$ cat src/rtl/gcn_layer_sequencer_pkg.sv
// gcn_pkg: shared state encoding, phase constants and defaults for the GCN layer sequencer
package gcn_pkg;
  typedef enum logic [3:0] {
    IDLE    = 4'd0,
    T_ISSUE = 4'd1,
    T_WAIT  = 4'd2,
    C_ISSUE = 4'd3,
    C_WAIT  = 4'd4,
    A_ISSUE = 4'd5,
    A_WAIT  = 4'd6,
    DONE    = 4'd7,
    ERROR   = 4'd8
  } seq_state_t;
  localparam logic [2:0] PH_END = 3'd7;
  localparam int TIMEOUT_DEFAULT = 1024;
  function automatic logic [2:0] phase_of(seq_state_t s);
    return s == ERROR ? PH_END : 3'(s);
  endfunction
endpackage

$ cat src/rtl/gcn_layer_sequencer_if.sv
// gcn_layer_sequencer_if: control handshake between the layer sequencer and its datapath blocks
interface gcn_layer_sequencer_if #(parameter int CW = 3);
  logic start, abort;
  logic trans_go, trans_row_done, comb_go, comb_done, argmax_go, argmax_done;
  logic busy, done, error;
  logic [CW-1:0] row_idx;
  logic [2:0] phase;
  modport master (
    input  start, abort, trans_row_done, comb_done, argmax_done,
    output trans_go, comb_go, argmax_go, busy, done, error, row_idx, phase
  );
  modport slave (
    output start, abort, trans_row_done, comb_done, argmax_done,
    input  trans_go, comb_go, argmax_go, busy, done, error, row_idx, phase
  );
endinterface

$ cat src/rtl/gcn_layer_sequencer_watchdog.sv
// gcn_watchdog: per-phase cycle counter that flags a wait state lasting TIMEOUT_CYCLES-1 cycles
module gcn_watchdog #(
  parameter int TIMEOUT_CYCLES = 1024,
  parameter int WDOG_WIDTH = $clog2(TIMEOUT_CYCLES)
) (
  input  logic clk,
  input  logic reset,
  input  logic clear,
  input  logic enable,
  output logic expired
);
  logic [WDOG_WIDTH-1:0] cnt;
  always_ff @(posedge clk or posedge reset)
    if (reset) cnt <= '0;
    else cnt <= clear ? '0 : enable ? cnt + WDOG_WIDTH'(1) : cnt;
  assign expired = enable && !clear && cnt == WDOG_WIDTH'(TIMEOUT_CYCLES - 2);
endmodule

$ cat src/rtl/gcn_layer_sequencer.sv
// gcn_layer_sequencer: Moore FSM chaining transform rows, combination and argmax with a watchdog
module gcn_layer_sequencer
  import gcn_pkg::*;
#(
  parameter int FEATURE_ROWS = 6,
  parameter int COUNTER_FEATURE_WIDTH = $clog2(FEATURE_ROWS),
  parameter int TIMEOUT_CYCLES = TIMEOUT_DEFAULT,
  parameter int WDOG_WIDTH = $clog2(TIMEOUT_CYCLES)
) (
  input logic clk,
  input logic reset,
  gcn_layer_sequencer_if.master bus
);
  seq_state_t state, state_n;
  logic [COUNTER_FEATURE_WIDTH-1:0] row_idx, row_n;
  logic in_wait, expired, last_row;
  assign in_wait = state inside {T_WAIT, C_WAIT, A_WAIT};
  assign last_row = row_idx == COUNTER_FEATURE_WIDTH'(FEATURE_ROWS - 1);
  assign bus.row_idx = row_idx;
  gcn_watchdog #(
    .TIMEOUT_CYCLES(TIMEOUT_CYCLES),
    .WDOG_WIDTH(WDOG_WIDTH)
  ) u_wdog (
    .clk(clk),
    .reset(reset),
    .clear(!in_wait),
    .enable(in_wait),
    .expired(expired)
  );
  always_comb begin
    state_n = state;
    row_n = row_idx;
    if (bus.abort) begin
      state_n = IDLE;
      row_n = '0;
    end else begin
      unique case (state)
        IDLE: begin
          state_n = bus.start ? T_ISSUE : IDLE;
          row_n = bus.start ? '0 : row_idx;
        end
        T_ISSUE: state_n = T_WAIT;
        T_WAIT: begin
          state_n = bus.trans_row_done ? (last_row ? C_ISSUE : T_ISSUE) : expired ? ERROR : T_WAIT;
          row_n = bus.trans_row_done && !last_row ? row_idx + COUNTER_FEATURE_WIDTH'(1) : row_idx;
        end
        C_ISSUE: state_n = C_WAIT;
        C_WAIT: state_n = bus.comb_done ? A_ISSUE : expired ? ERROR : C_WAIT;
        A_ISSUE: state_n = A_WAIT;
        A_WAIT: state_n = bus.argmax_done ? DONE : expired ? ERROR : A_WAIT;
        DONE, ERROR: state_n = bus.start ? state : IDLE;
        default: state_n = IDLE;
      endcase
    end
  end
  always_ff @(posedge clk or posedge reset)
    if (reset) begin
      state <= IDLE;
      row_idx <= '0;
      bus.trans_go <= 1'b0;
      bus.comb_go <= 1'b0;
      bus.argmax_go <= 1'b0;
      bus.busy <= 1'b0;
      bus.done <= 1'b0;
      bus.error <= 1'b0;
      bus.phase <= '0;
    end else begin
      state <= state_n;
      row_idx <= row_n;
      bus.trans_go <= state_n == T_ISSUE;
      bus.comb_go <= state_n == C_ISSUE;
      bus.argmax_go <= state_n == A_ISSUE;
      bus.busy <= !(state_n inside {IDLE, DONE, ERROR});
      bus.done <= state_n == DONE;
      bus.error <= state_n == ERROR;
      bus.phase <= phase_of(state_n);
    end
endmodule

$ cat src/flat_wrapper.sv
// flat-port wrapper written by rule: the top's interface ports become plain ports
module gcn_layer_sequencer_flat import gcn_pkg::*;
#(
  parameter int FEATURE_ROWS = 6,
  parameter int COUNTER_FEATURE_WIDTH = $clog2(FEATURE_ROWS),
  parameter int TIMEOUT_CYCLES = TIMEOUT_DEFAULT,
  parameter int WDOG_WIDTH = $clog2(TIMEOUT_CYCLES)
)
  (clk, reset, bus_start, bus_abort, bus_trans_row_done, bus_comb_done, bus_argmax_done, bus_trans_go, bus_comb_go, bus_argmax_go, bus_busy, bus_done, bus_error, bus_row_idx, bus_phase);
  gcn_layer_sequencer_if #(.CW((3))) bus_i ();
  input logic clk;
  input logic reset;
  input wire logic [$bits(bus_i.start)-1:0] bus_start;
  input wire logic [$bits(bus_i.abort)-1:0] bus_abort;
  input wire logic [$bits(bus_i.trans_row_done)-1:0] bus_trans_row_done;
  input wire logic [$bits(bus_i.comb_done)-1:0] bus_comb_done;
  input wire logic [$bits(bus_i.argmax_done)-1:0] bus_argmax_done;
  output wire logic [$bits(bus_i.trans_go)-1:0] bus_trans_go;
  output wire logic [$bits(bus_i.comb_go)-1:0] bus_comb_go;
  output wire logic [$bits(bus_i.argmax_go)-1:0] bus_argmax_go;
  output wire logic [$bits(bus_i.busy)-1:0] bus_busy;
  output wire logic [$bits(bus_i.done)-1:0] bus_done;
  output wire logic [$bits(bus_i.error)-1:0] bus_error;
  output wire logic [$bits(bus_i.row_idx)-1:0] bus_row_idx;
  output wire logic [$bits(bus_i.phase)-1:0] bus_phase;
  assign bus_i.start = bus_start;
  assign bus_i.abort = bus_abort;
  assign bus_i.trans_row_done = bus_trans_row_done;
  assign bus_i.comb_done = bus_comb_done;
  assign bus_i.argmax_done = bus_argmax_done;
  assign bus_trans_go = bus_i.trans_go;
  assign bus_comb_go = bus_i.comb_go;
  assign bus_argmax_go = bus_i.argmax_go;
  assign bus_busy = bus_i.busy;
  assign bus_done = bus_i.done;
  assign bus_error = bus_i.error;
  assign bus_row_idx = bus_i.row_idx;
  assign bus_phase = bus_i.phase;
  gcn_layer_sequencer #(.FEATURE_ROWS(FEATURE_ROWS), .COUNTER_FEATURE_WIDTH(COUNTER_FEATURE_WIDTH), .TIMEOUT_CYCLES(TIMEOUT_CYCLES), .WDOG_WIDTH(WDOG_WIDTH)) u_core (.clk(clk), .reset(reset), .bus(bus_i));
endmodule
$ cat config.mk
export PLATFORM = sky130hd
export DESIGN_NAME = gcn_layer_sequencer_flat
export DESIGN_NICKNAME = d
export VERILOG_FILES = /design/src/rtl/gcn_layer_sequencer_pkg.sv /design/src/rtl/gcn_layer_sequencer_if.sv /design/src/rtl/gcn_layer_sequencer_watchdog.sv /design/src/rtl/gcn_layer_sequencer.sv /design/src/flat_wrapper.sv
export SDC_FILE = /design/constraint.sdc
export NUM_CORES = 1
export LEC_CHECK = 0
export CAP_MARGIN = 25
export CORE_UTILIZATION = 36
export CTS_CLUSTER_DIAMETER = 40
export CTS_CLUSTER_SIZE = 14
export DETAILED_ROUTE_END_ITERATION = 10
export SLEW_MARGIN = 20
export SYNTH_ARGS = -nofsm -noshare
export SYNTH_HDL_FRONTEND = slang
export SYNTH_SLANG_ARGS = --single-unit
export TNS_END_PERCENT = 50
$ cat constraint.sdc
create_clock -name clk -period 2.3 [get_ports clk]
set_clock_uncertainty 0.05 [all_clocks]
set_input_delay 0.46 -clock clk [delete_from_list [all_inputs] [get_ports clk]]
set_output_delay 0.46 -clock clk [all_outputs]
set_load 0.1 [all_outputs]
==> reports/metrics.csv <==
metric,value,unit
clock_tree.root_cell,sky130_fd_sc_hd__clkbuf_8,
clock_buffer_depth,2,
utilization,44.40,%
worst_vdd_drop,0.4070,mV
setup.worst_path.end_class,flop,
final_area,1625,sq um
die-height,63.86,microns
finalWeightedCongestion,0.7841,
track_usage,13.40,%
die_x,63.86,microns
starting_utilization_of_the_core_area,37.63,%
dpl_cell_area,1570,sq um
die_area,4078,sq um
route.final.wire_length,2465,microns
dp_slack,0.1354,ns
cp.arrival,2.04,ns
p_seq_share,49.5,%
post-cts-setup-buffers,0,
avgRoutedWirePerCell,12.20,microns
synth_edf_count,0,
timing.critical_path.slowest_stage_cell,sky130_fd_sc_hd__dfrtp_1,
core,3661,sq um
dr_total_vias,995,
route.antenna.remaining_nets,0,
dr.pass1.iters,4,
grtUsageMet1,17.65,%
tightest_slew,0.4387,ns
achievable-frequency,520.7,MHz
tritoncts_num_sinks,26,
detail_route.iter0.violations,37,
report.final.hold_viol_count,0,
grt_first_pass_wirelength,4388,microns
power_density,618.1,nW/um^2
antenna_violations_before_repair,0,
total_power,1.005,mW
critical_path.max_stage_delay,0.60,ns
layout.filler_cells,352,
synth_area_leaders,"sky130_fd_sc_hd__dfrtp_1, sky130_fd_sc_hd__ha_1, sky130_fd_sc_hd__nand3_1",
fin_crit,1.920,ns
synthFlopType,sky130_fd_sc_hd__dfrtp_1,
clk_transition_reported_paths,0.09,ns
timing.final.crit_share,83.50,%
antenna_cells,0,
syn_avg_cell_area,10.20,sq um
max_cap_viol_count,0,
fin_setup_tns,0,ns
cp.buffers_inverters,0,
clock_power_share,28.4,%
internal_power,0.6953,mW
io_pins,19,
per_cell_via_count_in_the_routed_design,4.926,
outcome,finished clean,
netSwitchingPower,0.3092,mW
grt_max_degree,16,
grt_use_met2,22.61,%
postSynthCellCount,135,
worst-r2r-cell-count,5,
first_global_vias,975,
synth_top_area_share,47.23,%
yosys_register_bits,26,
netlist.top_cell.by_area,sky130_fd_sc_hd__dfrtp_1,
synth.net_count,146,
power_switching_share,30.78,%
place.port_buffers,18,
std_cell_rows,22,
hold_class,in -> async,
postSynth.asyncResetShare,100.0,%
worst_ep_required_time,2.42,ns
post_route_cells_drive_above_1_share,22.08,%
cts_buffers,3,
areaGrowthSynthToFinish,17.98,%
startpoint_type,flop,
critPathMaxFanout,10,
cts_max_level,1,
finalSetupViolCount,0,
synth_common_cells,"sky130_fd_sc_hd__dfrtp_1, sky130_fd_sc_hd__nor2_1, sky130_fd_sc_hd__nand2_1, sky130_fd_sc_hd__nand3_1, sky130_fd_sc_hd__inv_1",
worst_path_setup_slack_after_routing,0.3795,ns
clk-insertion-delay-late,0.26,ns
ys_warn_count,0,
slew-limit-headroom,70.48,%
worst-setup-path-type,reg -> reg,
power.static_leakage,0.7427,nW
yosys.cell_types.count,46,
nNetsFinal,166,
synthMostInstantiatedCell,sky130_fd_sc_hd__dfrtp_1,
synth-seq-area-share,47.23,%
rsz_0062_raised_after_global_routing,false,
worst_path_cell_trace,nand2b_2 -> o41ai_1 -> or3_4 -> a21boi_4 -> nor4b_2,
drcViolationCount,0,
grt-ovfl-total,0,
globalRoute.busiestLayer,met2,
post_cts_resize_count,0,
drv_slew,0,
cts_tree,yes,
combinationalPowerShare,22.0,%
dp.final_hpwl,1899,microns
cts_hold_buffers,0,
mappedNetlistArea,1378,sq um
met3_usage,3.393,%
critical_path_cell_count,5,
critical_path.top_delay_family,simple AND/OR/NAND/NOR gates,
==> sequential cells by signal, indices dropped and copies added (netlist names) <==
register              count
u_core.bus.busy           1
u_core.bus.row_idx        3
u_core.bus.argmax_go      1
u_core.u_wdog.cnt        10
u_core.bus.error          1
u_core.bus.trans_go       1
u_core.bus.phase          3
u_core.state              4
u_core.bus.comb_go        1
u_core.bus.done           1
==> path summary, 6_finish.rpt <==
| check | start | endpoint | slack, ns |
|---|---|---|---|
| setup / recovery | u_core.state[0]$_DFF_PP0_ | u_core.bus.trans_go$_DFF_PP0_ | 0.38 |
| hold / removal | reset | u_core.bus.error$_DFF_PP0_ | 0.43 |
| setup reg to reg | u_core.state[0]$_DFF_PP0_ | u_core.bus.trans_go$_DFF_PP0_ | 0.38 |
| hold reg to reg | u_core.u_wdog.cnt[0]$_DFF_PP0_ | u_core.u_wdog.cnt[0]$_DFF_PP0_ | 0.46 |
| max in group asynchronous | reset | u_core.bus.row_idx[1]$_DFFE_PP0P_ | 1.20 |
| min in group clk | u_core.u_wdog.cnt[0]$_DFF_PP0_ | u_core.u_wdog.cnt[0]$_DFF_PP0_ | 0.46 |
==> final cells by class <==
type	instances	area, sq um	area share (%)
clock buffer	4	55.05	3.387
inverter	8	30.03	1.848
multi-input combinational	95	654.4	40.26
sequential	26	653.1	40.18
tap	48	60.06	3.695
timing repair buffer	21	172.7	10.62
==> cell usage in the layout, fill, tap and decap left out, types with 2 or more instances in the layout <==
cell type / count
sky130_fd_sc_hd__a21oi_1: 5
sky130_fd_sc_hd__a31o_2: 2
sky130_fd_sc_hd__a31oi_2: 2
sky130_fd_sc_hd__and3_1: 2
sky130_fd_sc_hd__buf_4: 15
sky130_fd_sc_hd__clkbuf_8: 4
sky130_fd_sc_hd__clkdlybuf4s50_1: 6
sky130_fd_sc_hd__dfrtp_1: 24
sky130_fd_sc_hd__dfrtp_2: 2
sky130_fd_sc_hd__ha_1: 4
sky130_fd_sc_hd__inv_1: 8
sky130_fd_sc_hd__nand2_1: 9
sky130_fd_sc_hd__nand2b_1: 2
sky130_fd_sc_hd__nand3_1: 9
sky130_fd_sc_hd__nand3b_1: 2
sky130_fd_sc_hd__nor2_1: 12
sky130_fd_sc_hd__nor2b_1: 2
sky130_fd_sc_hd__nor3_1: 4
sky130_fd_sc_hd__o21ai_0: 6
sky130_fd_sc_hd__o21ai_1: 2
sky130_fd_sc_hd__or3_1: 3
sky130_fd_sc_hd__xor2_1: 5
==> kinds of logic (layout without fill, tap and decap cells) <==
kind of cell               after synthesis  in the layout  share of synthesized area, %
and+or+nand+nor                         58             58                         24.16
DFF                                     26             26                         47.23
AOI/OAI and AO/OA                       25             25                         14.08
buffers and inverters                   14             33                         5.268
xor gates and xnor gates                 6              6                         3.815
adders and majority gates                4              4                         3.633
muxes                                    2              2                         1.816
==> layer usage <==
layer  part of all wire [%]  up-vias  wire, microns
met1                     46      477           1136
met4                      0        0              0
met2                     51       14           1252
met5                      0        -              0
li1                       -      504              -
met3                    3.1        0             76
==> stage by stage <==
step | hold WS, ns | instances
2_1_floorplan | 0.4247 | 135
3_3_place_gp | 0.4486 | 198
3_5_place_dp | 0.4525 | 198
4_1_cts | 0.4429 | 202
5_1_grt | 0.4614 | 202
6_report | 0.4338 | 202
==> power groups by stage <==
stage | combinational, mW | clock, mW | sequential (mW)
2_1_floorplan | 0.100 | 0 | 0.578
3_3_place_gp | 0.221 | 0 | 0.506
3_5_place_dp | 0.223 | 0 | 0.507
4_1_cts | 0.223 | 0.299 | 0.498
5_1_grt | 0.237 | 0.315 | 0.501
6_report | 0.221 | 0.286 | 0.498
Note: power is estimated with default switching activity, not from simulation.
